File: src/rtl/mult_pkg.sv
// Shared types and limits for the multiplier family (sequential unit and
// combinational wrapper).
package mult_pkg;

    typedef enum logic [1:0] {
        IDLE = 2'd0,
        RUN  = 2'd1,
        FIN  = 2'd2
    } mult_state_t;

    localparam int MULT_MAX_WIDTH = 16;

endpackage

File: src/rtl/mult_flag_gen.sv
// Overflow/zero flags for a 2*WIDTH-bit product in unsigned or signed mode.
// Purely combinational so the combinational multiplier can reuse it.
module mult_flag_gen
    import mult_pkg::*;
#(
    parameter int WIDTH = 4
) (
    input  logic [2*WIDTH-1:0] result,
    input  logic               signed_mode,
    output logic               v,
    output logic               z
);

    logic [WIDTH-1:0] upper;
    logic [WIDTH:0]   sign_ext;
    logic             v_u;
    logic             v_s;

    assign upper    = result[2*WIDTH-1:WIDTH];
    assign sign_ext = result[2*WIDTH-1:WIDTH-1];

    // Signed result fits only if the upper half is a pure sign extension of bit W-1.
    assign v_u = |upper;
    assign v_s = !((sign_ext == '0) || (&sign_ext));

    assign v = signed_mode ? v_s : v_u;
    assign z = (result == '0);

endmodule

File: src/rtl/seq_multiplier_nbit.sv
// Multi-cycle shift-add MUL unit: one partial product per clock on operand
// magnitudes, sign applied once at the end.
module seq_multiplier_nbit
    import mult_pkg::*;
#(
    parameter int WIDTH = 4
) (
    input  logic                 clk,
    input  logic                 rst_n,
    input  logic                 start,
    input  logic                 signed_mode,
    input  logic [WIDTH-1:0]     a,
    input  logic [WIDTH-1:0]     b,
    output logic                 busy,
    output logic                 done,
    output logic [2*WIDTH-1:0]   product,
    output logic [WIDTH-1:0]     out,
    output logic                 V,
    output logic                 Z
);

    localparam int CW = $clog2(WIDTH);

    mult_state_t          state;
    logic [2*WIDTH-1:0]   mcand;
    logic [WIDTH-1:0]     mplier;
    logic [2*WIDTH-1:0]   acc;
    logic [CW-1:0]        cnt;
    logic                 neg;
    logic                 smode;

    logic [WIDTH-1:0]     mag_a;
    logic [WIDTH-1:0]     mag_b;
    logic [2*WIDTH-1:0]   res;
    logic                 v_c;
    logic                 z_c;

    // Magnitudes stay unsigned in WIDTH bits, so -2^(W-1) maps to 2^(W-1) cleanly.
    assign mag_a = (signed_mode && a[WIDTH-1]) ? ({WIDTH{1'b0}} - a) : a;
    assign mag_b = (signed_mode && b[WIDTH-1]) ? ({WIDTH{1'b0}} - b) : b;
    assign res   = neg ? ({(2*WIDTH){1'b0}} - acc) : acc;

    mult_flag_gen #(.WIDTH(WIDTH)) u_flags (
        .result      (res),
        .signed_mode (smode),
        .v           (v_c),
        .z           (z_c)
    );

    always_ff @(posedge clk or negedge rst_n) begin
        if (!rst_n) begin
            state   <= IDLE;
            mcand   <= '0;
            mplier  <= '0;
            acc     <= '0;
            cnt     <= '0;
            neg     <= 1'b0;
            smode   <= 1'b0;
            busy    <= 1'b0;
            done    <= 1'b0;
            product <= '0;
            out     <= '0;
            V       <= 1'b0;
            Z       <= 1'b0;
        end else begin
            done <= 1'b0;
            case (state)
                IDLE: begin
                    if (start) begin
                        state  <= RUN;
                        busy   <= 1'b1;
                        mcand  <= {{WIDTH{1'b0}}, mag_a};
                        mplier <= mag_b;
                        acc    <= '0;
                        cnt    <= '0;
                        neg    <= signed_mode & (a[WIDTH-1] ^ b[WIDTH-1]);
                        smode  <= signed_mode;
                    end
                end
                RUN: begin
                    if (mplier[0])
                        acc <= acc + mcand;
                    mcand  <= mcand << 1;
                    mplier <= mplier >> 1;
                    cnt    <= cnt + CW'(1);
                    if (cnt == CW'(WIDTH-1))
                        state <= FIN;
                end
                FIN: begin
                    product <= res;
                    out     <= res[WIDTH-1:0];
                    V       <= v_c;
                    Z       <= z_c;
                    done    <= 1'b1;
                    busy    <= 1'b0;
                    state   <= IDLE;
                end
                default: begin
                    state <= IDLE;
                    busy  <= 1'b0;
                end
            endcase
        end
    end

endmodule

File: config.mk
export PLATFORM = sky130hd
export DESIGN_NAME = seq_multiplier_nbit
export DESIGN_NICKNAME = d
export VERILOG_FILES = /design/src/rtl/mult_pkg.sv /design/src/rtl/mult_flag_gen.sv /design/src/rtl/seq_multiplier_nbit.sv
export SDC_FILE = /design/constraint.sdc
export NUM_CORES = 1
export LEC_CHECK = 0
export ABC_AREA = 0
export BUFFER_PORTS_ARGS = -buffer_cell sky130_fd_sc_hd__buf_2
export CORE_UTILIZATION = 40
export DETAILED_ROUTE_END_ITERATION = 8
export SKIP_CTS_REPAIR_TIMING = 1
export SLEW_MARGIN = 20
export SYNTH_ARGS = -nofsm -noshare
export SYNTH_HDL_FRONTEND = slang
export SYNTH_SLANG_ARGS = --single-unit
export TNS_END_PERCENT = 30
File: constraint.sdc
create_clock -name clk -period 2 [get_ports clk]
set_input_delay 0.4 -clock clk [delete_from_list [all_inputs] [get_ports clk]]
set_output_delay 0.4 -clock clk [all_outputs]
set_load 0.01 [all_outputs]
* Yosys cells after proc, flatten, opt, wreduce, memory -nomap -nowiden *
Cells that the tools add are included.
Widths: inputs -> output; s select.

storage, ports and cells
  flip-flop bits (word level) = 42
  logic and storage cells = 61
  bits of input ports = 12

operators by class
  eq/ne operators = 6
  bitwise gates (word level) = 3
  add/subtract/negate cells = 5
  mux-type cells = 19
  reductions and logical operators = 15

operators by type and width
  kind                 count
  $mux 8               4
  $pmux 8 s2           2
  $mux 4               3
  $add 8x8->8          1
  $logic_not 8->1      1
  $pmux 2 s2           2
  $pmux 4 s2           1
  $reduce_and 2->1     4
  $sub 1x4->4 const A  2
  $sub 1x8->8 const A  1
  $mux 2               3
  $ne 2x2->1 const B   3
  $logic_not 5->1      1
  $reduce_and 5->1     1
  $eq 2x2->1 const B   2
  $reduce_or 4->1      1
  $mux 1               3
  $reduce_and 3->1     1
  $add 2x1->2 const B  1
  $eq 2x1->1 const B   1
  $logic_and 1x1->1    2
  $logic_not 2->1      1
  $pmux 1 s2           1
  $reduce_bool 2->1    1
  other kinds (5)      5

* Depth between registers and ports, before layout *
  word-level depth = 6
  depth in mapped cells = 8
  mapped depth without buffers = 8

* By module *
Synthesis repeated with hierarchy kept, for this count alone.

second synthesis, totals
  cells, all modules = 223
  area total of the unflattened synthesis = 2,114.5 um2

modules (own cells, without submodules)
  module               cells each  instances  area each (um2)
  seq_multiplier_nbit  217         1          2,067.0
  mult_flag_gen        6           1          47.5

* Worst setup path after synthesis *
No wires, ideal clock.

  path type = flip-flop to flip-flop
  start point = reg acc[3]
  end point = reg V
  buffers on the path = 0
  arrival = 1.818 ns
  library setup time = 0.135 ns
  data required time = 1.865 ns
  period minus slack after synthesis = 1.953 ns
  slack = 0.047 ns
  cell stages (with the launch flop) = 7
  path through = dfrtp_1 > or3_1 > o31ai_2 > xor2_1 > or4_1 > nor3_1 > a311oi_1

between the ends
  word-level cells in the longest chain between the ends = 6

RTL lines
  element                                                     RTL line                   source
  start, declared                                             seq_multiplier_nbit.sv:27  logic [2*WIDTH-1:0] acc;
  start signal, assigned                                      seq_multiplier_nbit.sv:82  acc <= acc + mcand;
  $sub 1x8->8                                                 seq_multiplier_nbit.sv:41  assign res = neg ? ({(2*WIDTH){1'b0}} - acc) : acc;
  $mux 8 *                                                    seq_multiplier_nbit.sv:41
  $logic_not 5->1 / $reduce_and 5->1 (equally long branches)  mult_flag_gen.sv:24        assign v_s = !((sign_ext == '0) || (&sign_ext));
  $logic_or 1x1->1                                            mult_flag_gen.sv:24
  $logic_not 1->1                                             mult_flag_gen.sv:24
  $mux 1 *                                                    mult_flag_gen.sv:26        assign v = signed_mode ? v_s : v_u;
  end signal, assigned                                        seq_multiplier_nbit.sv:92  V <= v_c;
  end, declared                                               seq_multiplier_nbit.sv:18  output logic V,

Every way passes the cells marked *; elsewhere a longest branch is shown, timed or not.
A chain may end at the register's enable or synchronous reset.

* Worst setup path in the final report *
Ends and elaborated chain as after synthesis.

==> flow_summary.toml <==
[clocking]
insertion_delay_ps = 290
clk_pin_slew_ps = 70
clockBufferDepth = 2
cts_tree = "built"
cts_root_buffer = "clkbuf_8"
cts_inserted_buffers = 5
htree_levels = 2
cts_sinks = 38

[yosys]
synth_cell_type_count = 38
synthTopCellsByArea = "dfrtp_1 47%, ha_1 7.4%, nand2_1 7.0%, o21ai_0 4.2%, xnor2_1 3.4%"
ys_ff_latch = 38
syn_nets = 236
synth_top_cell_by_area = "dfrtp_1"
syn_area_um2 = 2040
syn_area_per_cell_um2 = 9.66
synth.top_cell.area_share_pct = 46.7
synthCells = 211
ys_seq_area_share_pct = 46.7
yosysWarnings = 0

[floorplanning]
start_util_pct = 42.3
die-area_um2 = 5380
die_y_um = 73.4
io_pins = 28
core-area_um2 = 4820
die_w_um = 73.4
rows = 25

[timing]
timing.final.ws_setup_ps = 79.2
finalSetupViolCount = 0
final_max_slew_viol_count = 0
skew_ps = 5.92
max_slew_margin_pct = 65.0
min_period_ps = 1920
max_freq_mhz = 521
holdWs_ps = 146
fin_tns_setup_ps = 0
worst_slew_pin_slew_ps = 524
fin_crit_sh_pct = 96.0
rsz0062_at_grt = "true"
finalHoldViolCount = 0

[run_status]
status = "finished, final reports clean"

[pwr]
peakVddDrop_mv = 0.471
power.total_mw = 3.68
p_leak_nw = 1.19
switching_share_pct = 41.0
intPower_mw = 2.17
p_sw_mw = 1.51
clockPowerShare_pct = 14.3
comb_power_share_pct = 48.8
p_per_area_nw_per_um2 = 1520
sequentialPowerShare_pct = 36.9

[place]
hpwl_um = 2880
place_congestion = 0.788
preCtsSetupSlack_ps = 21.7
dpl_cell_area_um2 = 2310
numPortBuffers = 27

[setup_path]
cp-startpoint = "acc[3]"
ff2ff_path_depth = 7
r2r-end = "V"
cp.required_ps = 2170
worstPathArrival_ps = 2090
slowest_delay_ps = 420
crit_type = "flip-flop to flip-flop"
critPathCapture = "V"
cp-start-kind = "flip-flop"
critPathCaptureType = "flip-flop"
path_cells = "buf_4 > nor4_1 > a21boi_1 > xnor2_1 > or4_1 > nor3_2 > a311oi_1"
slowest_stage = "or4_1"
reg2reg_from = "acc[3]"
cp_max_fo = 5
rrSetupSlack_ps = 80

[drt]
dr.pass1.iters = 4
vias_per_cell = 4.93
post_drt_wl_per_cell_um = 12.4
vias = 1559
drt_wl_total_um = 3930
drc = 0
ant_nets = 0
drt_iter0_drc = 33

[cells_and_area]
final_cell_mix = "38 x dfrtp_1, 38 x nand2_1, 27 x buf_2"
area.growth.synth_to_final_pct = 18.5
drive_gt1_share_pct = 22.1
nets = 275
antenna_cells = 0
postLayoutCellArea_um2 = 2410

[global_route]
grt_antenna_before_repair = 0
grt_use_total_pct = 17.6
grt_pass1_wl_um = 7120
overflow = 0
grt_max_degree = 39
first_global_vias = 1550

[min_path]
hp-class = "input pin to async pin"

[job]
maxCapViolCount = 0
critical path, delay by kind of cell (launching register included):
family                    cells  cell delay [ps]
AOI/OAI and AO/OA             2              190
xor gates and xnor gates      1              170
buffers and inverters         1              150
DFF                           1              370
and+or+nand+nor               3              910
flip-flops by register name, indices dropped and copies added (netlist names):
register  count
done          1
acc           8
V             1
Z             1
state         2
mcand         8
busy          1
neg           1
mplier        4
product       8
cnt           2
smode         1
synth_stat cells, drive strengths merged:
master	count
a21boi	2
a21o	2
a21oi	10
a22oi	5
a2bb2oi	1
a311oi	1
a32o	4
a32oi	1
and2	1
and3	2
buf	5
clkbuf	4
dfrtp	38
fa	1
ha	12
inv	10
mux2i	3
nand2	38
nand2b	2
nand3	8
nand3b	1
nor2	12
nor2b	1
nor3	3
nor3b	1
nor4	1
o211ai	1
o21a	2
o21ai	17
o31ai	5
or3	1
or4	1
xnor2	8
xor2	7
how the worst min path moves through the flow:
stage | from | cells after the start | endpoint
final | rst_n | 2 | product[2]
after global routing | rst_n | 2 | V
after CTS | rst_n | 2 | V
after global placement | product[5] | 2 | product[5]
after detailed placement | product[5] | 2 | product[5]
after floorplan | rst_n | 0 | V
routing by layer:
layer  vias up  track usage (%)  share of wire (%)
met1       716             21.6                 48
met4         0             7.05                1.8
li1        808                -                  -
met3         6             4.66                4.0
met2        29             29.5                 46
met5         -                0                  0
stage by stage:
stage	std cells	util (%)
after floorplan	211	-
after global placement	310	48.0
after detailed placement	310	48.0
after CTS	316	49.7
after global routing	316	50.1
final	316	50.1
kinds of logic after synthesis:
group	after synthesis	synth area share (%)
simple gates	72	15.5
compound gates	51	16.4
flops	38	46.7
buf+inv	19	4.30
xor+xnor	15	7.37
fa+ha+maj	13	8.35
mux	3	1.47
final cells by class:
| cell class | instances | area, um2 |
|---|---|---|
| inverters | 10 | 37.5 |
| repair buffers | 41 | 240 |
| multi-input cells | 154 | 1020 |
| well taps | 67 | 83.8 |
| flip-flops and latches | 38 | 951 |
| clock buffers | 6 | 82.6 |
| fillers | 480 | 2400 |
power by group through the flow:
stage	logic [mW]	clock network, mW	registers, mW
final	1.79	0.524	1.36
after global placement	1.76	0	1.37
after CTS	1.80	0.538	1.36
after global routing	2.07	0.578	1.42
after floorplan	1.20	0	1.39
after detailed placement	1.78	0	1.38
Power figures use the tool's default switching activity.
